[src/rtl/cr16_controller.sv]
// Fetch/decode/execute control FSM for cr16_datapath; owns the PC and the latched status flags.
// Optional CR16_CTRL_ILLEGAL_TRAP_EN: reserved opcodes halt the controller until reset.
module cr16_controller #(
    parameter int                     PC_WIDTH   = 16,
    parameter logic [PC_WIDTH-1:0]    RESET_PC   = '0,
    parameter logic [3:0]             CMP_OPCODE = 4'hB
) (
    input  logic                  I_CLK,
    input  logic                  I_NRESET,
    input  logic                  I_ENABLE,
    output logic [PC_WIDTH-1:0]   O_INSTR_ADDR,
    output logic                  O_INSTR_REQ,
    input  logic                  I_INSTR_VALID,
    input  logic [15:0]           I_INSTR,
    input  logic [4:0]            I_STATUS_FLAGS,
    output logic [15:0]           O_REG_WRITE_ENABLE,
    output logic [3:0]            O_REG_A_SELECT,
    output logic [3:0]            O_REG_B_SELECT,
    output logic [3:0]            O_OPCODE,
    output logic [15:0]           O_IMMEDIATE,
    output logic                  O_IMMEDIATE_SELECT,
    output logic                  O_HALTED
);
    typedef enum logic [1:0] {FETCH, DECODE, EXECUTE, HALT} state_t;

    state_t                state, state_next;
    logic [PC_WIDTH-1:0]   pc, pc_next;
    logic [15:0]           ir;
    logic [4:0]            flags;
    logic [3:0]            a_sel, b_sel, opcode;
    logic [15:0]           imm;
    logic                  imm_sel, is_alu, is_branch, write_ok, taken;
    logic [15:0]           we;
    logic [3:0]            dec_op, dec_alu_op;
`ifdef CR16_CTRL_ILLEGAL_TRAP_EN
    logic                  is_reserved;
`endif

    // Flags are {N,Z,F,L,C}; the condition code lives in the Rdest field.
    function automatic logic cond_true(input logic [3:0] c, input logic [4:0] f);
        logic n, z, ff, l, cy;
        {n, z, ff, l, cy} = f;
        case (c)
            4'h0: cond_true = z;
            4'h1: cond_true = !z;
            4'h2: cond_true = cy;
            4'h3: cond_true = !cy;
            4'h4: cond_true = l;
            4'h5: cond_true = !l;
            4'h6: cond_true = n;
            4'h7: cond_true = !n;
            4'h8: cond_true = ff;
            4'h9: cond_true = !ff;
            4'hA: cond_true = !l && !z;
            4'hB: cond_true = l || z;
            4'hC: cond_true = !n && !z;
            4'hD: cond_true = n || z;
            4'hE: cond_true = 1'b1;
            default: cond_true = 1'b0;
        endcase
    endfunction

    assign dec_op     = ir[15:12];
    assign dec_alu_op = (dec_op == 4'h0) ? ir[7:4] : dec_op;
    assign taken      = is_branch && cond_true(a_sel, flags);

    always_comb begin
        state_next = state;
        pc_next    = pc;
        we         = '0;
        case (state)
            FETCH:   if (I_ENABLE && I_INSTR_VALID) state_next = DECODE;
            DECODE:  if (I_ENABLE) state_next = EXECUTE;
            EXECUTE: begin
                if (I_ENABLE) begin
                    state_next = FETCH;
                    pc_next    = taken ? pc + {{(PC_WIDTH-8){imm[7]}}, imm[7:0]}
                                       : pc + 1'b1;
                    if (write_ok) we = 16'h0001 << a_sel;
`ifdef CR16_CTRL_ILLEGAL_TRAP_EN
                    if (is_reserved) begin
                        state_next = HALT;
                        pc_next    = pc;
                    end
`endif
                end
            end
            default: state_next = state;
        endcase
    end

    always_ff @(posedge I_CLK or negedge I_NRESET) begin
        if (!I_NRESET) state <= FETCH;
        else if (I_ENABLE) state <= state_next;
    end

    always_ff @(posedge I_CLK or negedge I_NRESET) begin
        if (!I_NRESET) begin
            pc        <= RESET_PC;
            ir        <= '0;
            flags     <= '0;
            a_sel     <= '0;
            b_sel     <= '0;
            opcode    <= '0;
            imm       <= '0;
            imm_sel   <= 1'b0;
            is_alu    <= 1'b0;
            is_branch <= 1'b0;
            write_ok  <= 1'b0;
`ifdef CR16_CTRL_ILLEGAL_TRAP_EN
            is_reserved <= 1'b0;
`endif
        end else if (I_ENABLE) begin
            pc <= pc_next;
            if (state == FETCH && I_INSTR_VALID) ir <= I_INSTR;
            if (state == DECODE) begin
                a_sel     <= ir[11:8];
                b_sel     <= ir[3:0];
                opcode    <= dec_alu_op;
                imm       <= {{8{ir[7]}}, ir[7:0]};
                imm_sel   <= (dec_op != 4'h0) && (dec_op <= 4'hB);
                is_alu    <= dec_op <= 4'hB;
                is_branch <= dec_op == 4'hC;
                write_ok  <= (dec_op <= 4'hB) && (dec_alu_op != CMP_OPCODE);
`ifdef CR16_CTRL_ILLEGAL_TRAP_EN
                is_reserved <= dec_op >= 4'hD;
`endif
            end
            if (state == EXECUTE && is_alu) flags <= I_STATUS_FLAGS;
        end
    end

    // REQ drops while reset is asserted even though the state already reads FETCH.
    assign O_INSTR_REQ        = (state == FETCH) && I_NRESET;
    assign O_INSTR_ADDR       = pc;
    assign O_REG_WRITE_ENABLE = we;
    assign O_REG_A_SELECT     = a_sel;
    assign O_REG_B_SELECT     = b_sel;
    assign O_OPCODE           = opcode;
    assign O_IMMEDIATE        = imm;
    assign O_IMMEDIATE_SELECT = imm_sel;
`ifdef CR16_CTRL_ILLEGAL_TRAP_EN
    assign O_HALTED           = (state == HALT);
`else
    assign O_HALTED           = 1'b0;
`endif

endmodule

[config.mk]
export PLATFORM = sky130hd
export DESIGN_NAME = cr16_controller
export DESIGN_NICKNAME = d
export VERILOG_FILES = /design/src/rtl/cr16_controller.sv
export SDC_FILE = /design/constraint.sdc
export NUM_CORES = 1
export LEC_CHECK = 0
export ABC_AREA = 1
export ABC_CLOCK_PERIOD_IN_PS = 7800
export BUFFER_PORTS_ARGS = -buffer_cell sky130_fd_sc_hd__buf_2
export CORE_UTILIZATION = 58
export CTS_CLUSTER_DIAMETER = 30
export DETAILED_ROUTE_END_ITERATION = 16
export PLACE_DENSITY_LB_ADDON = 0.25
export SYNTH_ARGS = -nofsm -noshare
export SYNTH_HDL_FRONTEND = slang
export SYNTH_SLANG_ARGS = --single-unit
[constraint.sdc]
create_clock -name I_CLK -period 7.8 [get_ports I_CLK]
set_input_delay 0.39 -clock I_CLK [delete_from_list [all_inputs] [get_ports I_CLK]]
set_output_delay 0.39 -clock I_CLK [all_outputs]
set_load 0.03 [all_outputs]
Word-level counts from Yosys, hierarchy flattened:

Index checks and enable logic that the tools add are counted.
W data, S select, Z words.

* equal/unequal tests: 19
* $add $sub $neg: 2
* $lt $le $gt $ge: 1
* shifts and indexed selects: 1
* reductions and logical operators: 26
* mux-type cells: 8

Operators with widths (number)
* $mux W16: 4
* $eq A4 B4 Y1 const B: 8
* $add A16 B1 Y16 const B: 1
* $add A16 B16 Y16: 1
* $eq A4 B3 Y1 const B: 4
* $shl A1 B4 Y16 const A: 1
* $pmux W1 S15: 1
* $logic_and A1 B1 Y1: 9
* $eq A4 B2 Y1 const B: 2
* $logic_not A4 Y1: 2
* $reduce_and A2 Y1: 4
* $pmux W2 S3: 1
* $logic_not A1 Y1: 5
* $eq A4 B1 Y1 const B: 1
* $le A4 B4 Y1 const B: 1
* $mux W4: 1
* $ne A4 B4 Y1 const B: 1
* $reduce_bool A4 Y1: 1
* $reduce_and A3 Y1: 1
* $reduce_bool A3 Y1: 1
* $eq A2 B1 Y1 const B: 1
* $eq A2 B2 Y1 const B: 1
* $logic_not A2 Y1: 1
* $logic_or A1 B1 Y1: 2
* other kinds (2): 2

* input bits: 25
* bits in registers: 63
* output and inout port bits: 63
* word-level logic and storage cells: 69

Depth between registers and ports, before layout:

* depth in word-level cells: 5
* mapped depth: 28
* depth with buffers taken out: 28

Worst setup path after synthesis:

Ideal clock, no wire load.

* kind: register -> register
* from: register a_sel[1], in the netlist O_REG_A_SELECT[1]
* to: register pc[12], in the netlist O_INSTR_ADDR[12]
* data arrival time: 2.832 ns
* path buffers: 1
* clock period less this slack: 2.949 ns
* setup slack: 4.851 ns
* setup time: 0.117 ns
* stages on the path, launching flop included: 28
* required time: 7.683 ns
* cell sequence: dfrtp_1 > buf_6 > inv_2 > nor2_1 > nand3_1 > nand3_2 > nand2_1 > nand2_1 > inv_2 > nand2_4 > nand2_4 > or2_1 > ha_1 > inv_1 > fa_1 > inv_1 > nand2_1 > nand2_1 > nand2_1 > nand2_1 > a21oi_1 > inv_1 > nand2_1 > nand2_1 > nand2_1 > nand3b_1 > nand3_1 > nand2_1

* cells in the longest elaborated chain, start to end: 4
* elaborated cells between the ends (all ways): 18
* classes of those cells: eq/ne: 14; mux: 2; reduce/logical: 2

RTL lines
* start, declared: RTL line 30 `logic [3:0] a_sel, b_sel, opcode;`
* start signal, assigned: RTL line 117 `a_sel <= ir[11:8];`
* $eq A4 B4 Y1 (tied with other cells): RTL line 43 `case (c)`
* $pmux W1 S15 *: RTL line 43
* $logic_and A1 B1 Y1 *: RTL line 65 `assign taken = is_branch && cond_true(a_sel, flags);`
* $mux W16 *: RTL line 77 `pc_next = taken ? pc + {{(PC_WIDTH-8){imm[7]}}, imm[7:0]}`
* end signal, assigned: RTL line 114 `pc <= pc_next;`
* end, declared: RTL line 27 `logic [PC_WIDTH-1:0] pc, pc_next;`

Every way passes the cells marked *; elsewhere a longest branch is shown, timed or not.
A chain may end at the register's enable or synchronous reset.

Final worst setup path:

* from: register state[0]
* to: output port O_REG_WRITE_ENABLE[5]

* cells in the longest elaborated chain, start to end: 2

RTL lines
* start, declared: RTL line 26 `state_t state, state_next;`
* start signal, assigned: RTL line 94 `else if (I_ENABLE) state <= state_next;`
* $eq A2 B2 Y1: RTL line 71 `case (state)`
* $mux W16: RTL line 71
* end, declared: RTL line 16 `output logic [15:0] O_REG_WRITE_ENABLE,`

No other way between the ends.

==> metrics.txt <==
die height=80.2 um; worst r2r src=O_REG_A_SELECT[1]; Iteration-0 DRC Markers=99; vias in the first global route=2,819; met1 GRT Util=0.317; CTS Buf Count=9; Routed Antenna Nets=0; TritonCTS clock tree=built; GR Layer Usage met2=0.418; CP required=7.41 ns; Finished Core Util=0.700; clk sinks=59; final setup fails=0; Clock Path Buffers=2; total setup buffers inserted after CTS=0; worst slew pin tran=0.924 ns; PostCTS Resize Cnt=0; Ys Warns=0; number of remaining DRC errors=0; IO Count=88; # rows=28; initial antenna violation count=0; via/cell ratio=5.18; Worst Path Arrival=2.88 ns; Max Clock Freq=0.306 GHz; GPL Wtd Cong=0.866; largest net degree at the start of global routing=61; final hold slack=0.179 ns; Worst-Skew Late Latency=0.33 ns; Crit Path Max Fanout=23; WL per Instance=12.3 um; worst r2r dst=O_INSTR_ADDR[12]; Final period util=0.419; root buffer cell=clkbuf_8; max-slew violation count=0; CP endpoint kind=output port; # fillers=488; CTS H-tree lvls=3; die area=0.00643 mm2; global-route wire length before repair=12,300 um; Initial Util=0.598; Pwr Total=1.92 mW; Routed WL=7460 um; core region area=0.00592 mm2; Clock Skew=0.00492 ns; ant diodes=0; Total GRT Usage=0.248; Layout Nets=570; clock-pin slew on the worst setup and hold paths=0.07 ns; CP Class=reg2out; power per cell area=463 mW/mm2; worst vdd ir=0.311 mV; RSZ-0062 raised after global routing=no; Syn Nets=496; Rel. slew slack=0.383; Buffers on Ports=86; startpoint types=flop; Hold Vio Cnt, Final=0; grt ovf=0; worst reg2reg setup slack=4.59 ns; sequential area share after synthesis=0.417; Final min period=3.27 ns; drt pass-1 iters=4; gr busiest metal=met2; final non-filler cell total=604; Mapped Area=0.00354 mm2; Mapped Cells=450; depth of the most critical reg-to-reg path=26; total of max-cap violations=0; status=finished, final reports clean; grt met3 use=0.0398; CTS Hold Bufs=0; Placed Cells=588; chip width=80.2 um; share of layout cells above drive strength 1=0.253; setup tns final=0 ns; area grow syn2layout=17.0%; post-DP HPWL=5450 um; min-delay worst type=in2async; Vias=3,129; leakage=2.34 nW; Yosys cell types=32; Seq cells post-synth=59; syn_area_per_cell=7.87 um2
cell usage after synthesis, drive strengths merged:
cell type    n  share of area
nor2        43          0.050
dfrtp       59           0.42
or2          2         0.0035
nand2      120           0.14
a31o         1         0.0025
conb         1         0.0011
nand4        2         0.0035
buf         16          0.036
ha          20          0.071
mux2         9          0.029
inv         54          0.057
a31oi        1         0.0018
nor3         6         0.0085
nand3       26          0.040
a21o         2         0.0042
fa           1         0.0056
nor4         6          0.011
o21bai       3         0.0064
a21oi       27          0.038
o21ai       34          0.048
xor2         3         0.0074
clkbuf       8         0.0085
xnor2        4         0.0099
nand3b       2         0.0042
critical path, cell delays in order (launching register included):
cell     delay, ns
dfrtp_1       0.43
inv_1         0.10
ha_1          0.14
nand2_1       0.40
inv_1         0.49
nand2_1       0.42
nor4_1        0.29
buf_2         0.25
how the worst max path moves through the flow:
stage                                 start  cells after the start  slack (ns)                      to
final                              state[0]                      7        4.53   O_REG_WRITE_ENABLE[5]
after global routing      O_REG_A_SELECT[1]                     26        4.21        O_INSTR_ADDR[12]
after CTS                          state[0]                      7        4.51  O_REG_WRITE_ENABLE[12]
after detailed placement  O_REG_A_SELECT[1]                     26        4.64        O_INSTR_ADDR[12]
after global placement    O_REG_A_SELECT[1]                     26        4.72        O_INSTR_ADDR[12]
after floorplan           O_REG_A_SELECT[1]                     27        4.85        O_INSTR_ADDR[12]
state kept, by name (all words and copies together), names as in the netlist:
name	cells
O_INSTR_ADDR	16
ir	16
O_IMMEDIATE	5
flags	5
O_OPCODE	4
O_REG_A_SELECT	4
O_REG_B_SELECT	3
state	2
O_IMMEDIATE_SELECT	1
is_alu	1
is_branch	1
write_ok	1
final cells by class:
cell class | instances | area [um2] | area share
inverter | 54 | 203 | 0.0489
sequential | 59 | 1480 | 0.356
timing repair buffer | 87 | 438 | 0.106
multi-input combinational | 313 | 1710 | 0.412
clock inverter | 4 | 72.6 | 0.0175
clock buffer | 12 | 155 | 0.0374
tap | 75 | 93.8 | 0.0226
where the power goes:
group / switching, mW / internal [mW] / total [mW] / leakage (nW)
combinational: 0.695 / 0.335 / 1.03 / 1.52
clock: 0.123 / 0.197 / 0.320 / 0.113
sequential: 0.123 / 0.447 / 0.570 / 0.711
total: 0.941 / 0.980 / 1.92 / 2.34
per-stage QoR:
stage          setup WS [ns]  cell area, um2
6_report                4.53            4150
5_1_grt                 4.21            4150
4_1_cts                 4.51            4150
3_5_place_dp            4.64            3920
3_3_place_gp            4.72            3920
2_1_floorplan           4.85            3540
per-layer routing:
metal | part of all wire | routed length [um] | vias to the layer above
met4 | 0.013 | 97 | 0
met1 | 0.47 | 3480 | 1456
met2 | 0.48 | 3570 | 79
met5 | 0 | 0 | -
met3 | 0.040 | 301 | 10
li1 | - | - | 1584
cell families after synthesis:
| logic type | count (synthesis) | synth area share |
|---|---|---|
| fa+ha+maj | 21 | 0.0763 |
| simple gates | 207 | 0.257 |
| other cells | 1 | 0.00106 |
| flops | 59 | 0.417 |
| buf+inv | 78 | 0.102 |
| xor+xnor | 7 | 0.0173 |
| mux | 9 | 0.0286 |
| compound gates | 68 | 0.101 |
cell usage in the layout, fill, tap and decap left out, types with 4 or more instances in the layout:
cell	Yosys	routed
a21oi_1	27	27
nor2_1	38	38
clkbuf_8	0	11
xnor2_1	4	4
buf_2	0	86
ha_1	20	20
inv_1	48	48
nand2_1	112	112
nand3_1	24	24
nand2_2	5	5
nor3_1	6	6
nor2_2	4	4
inv_2	6	6
mux2_2	9	9
o21ai_0	34	34
dfrtp_1	59	59
nor4_1	6	6
(Power assumes the default switching activity.)
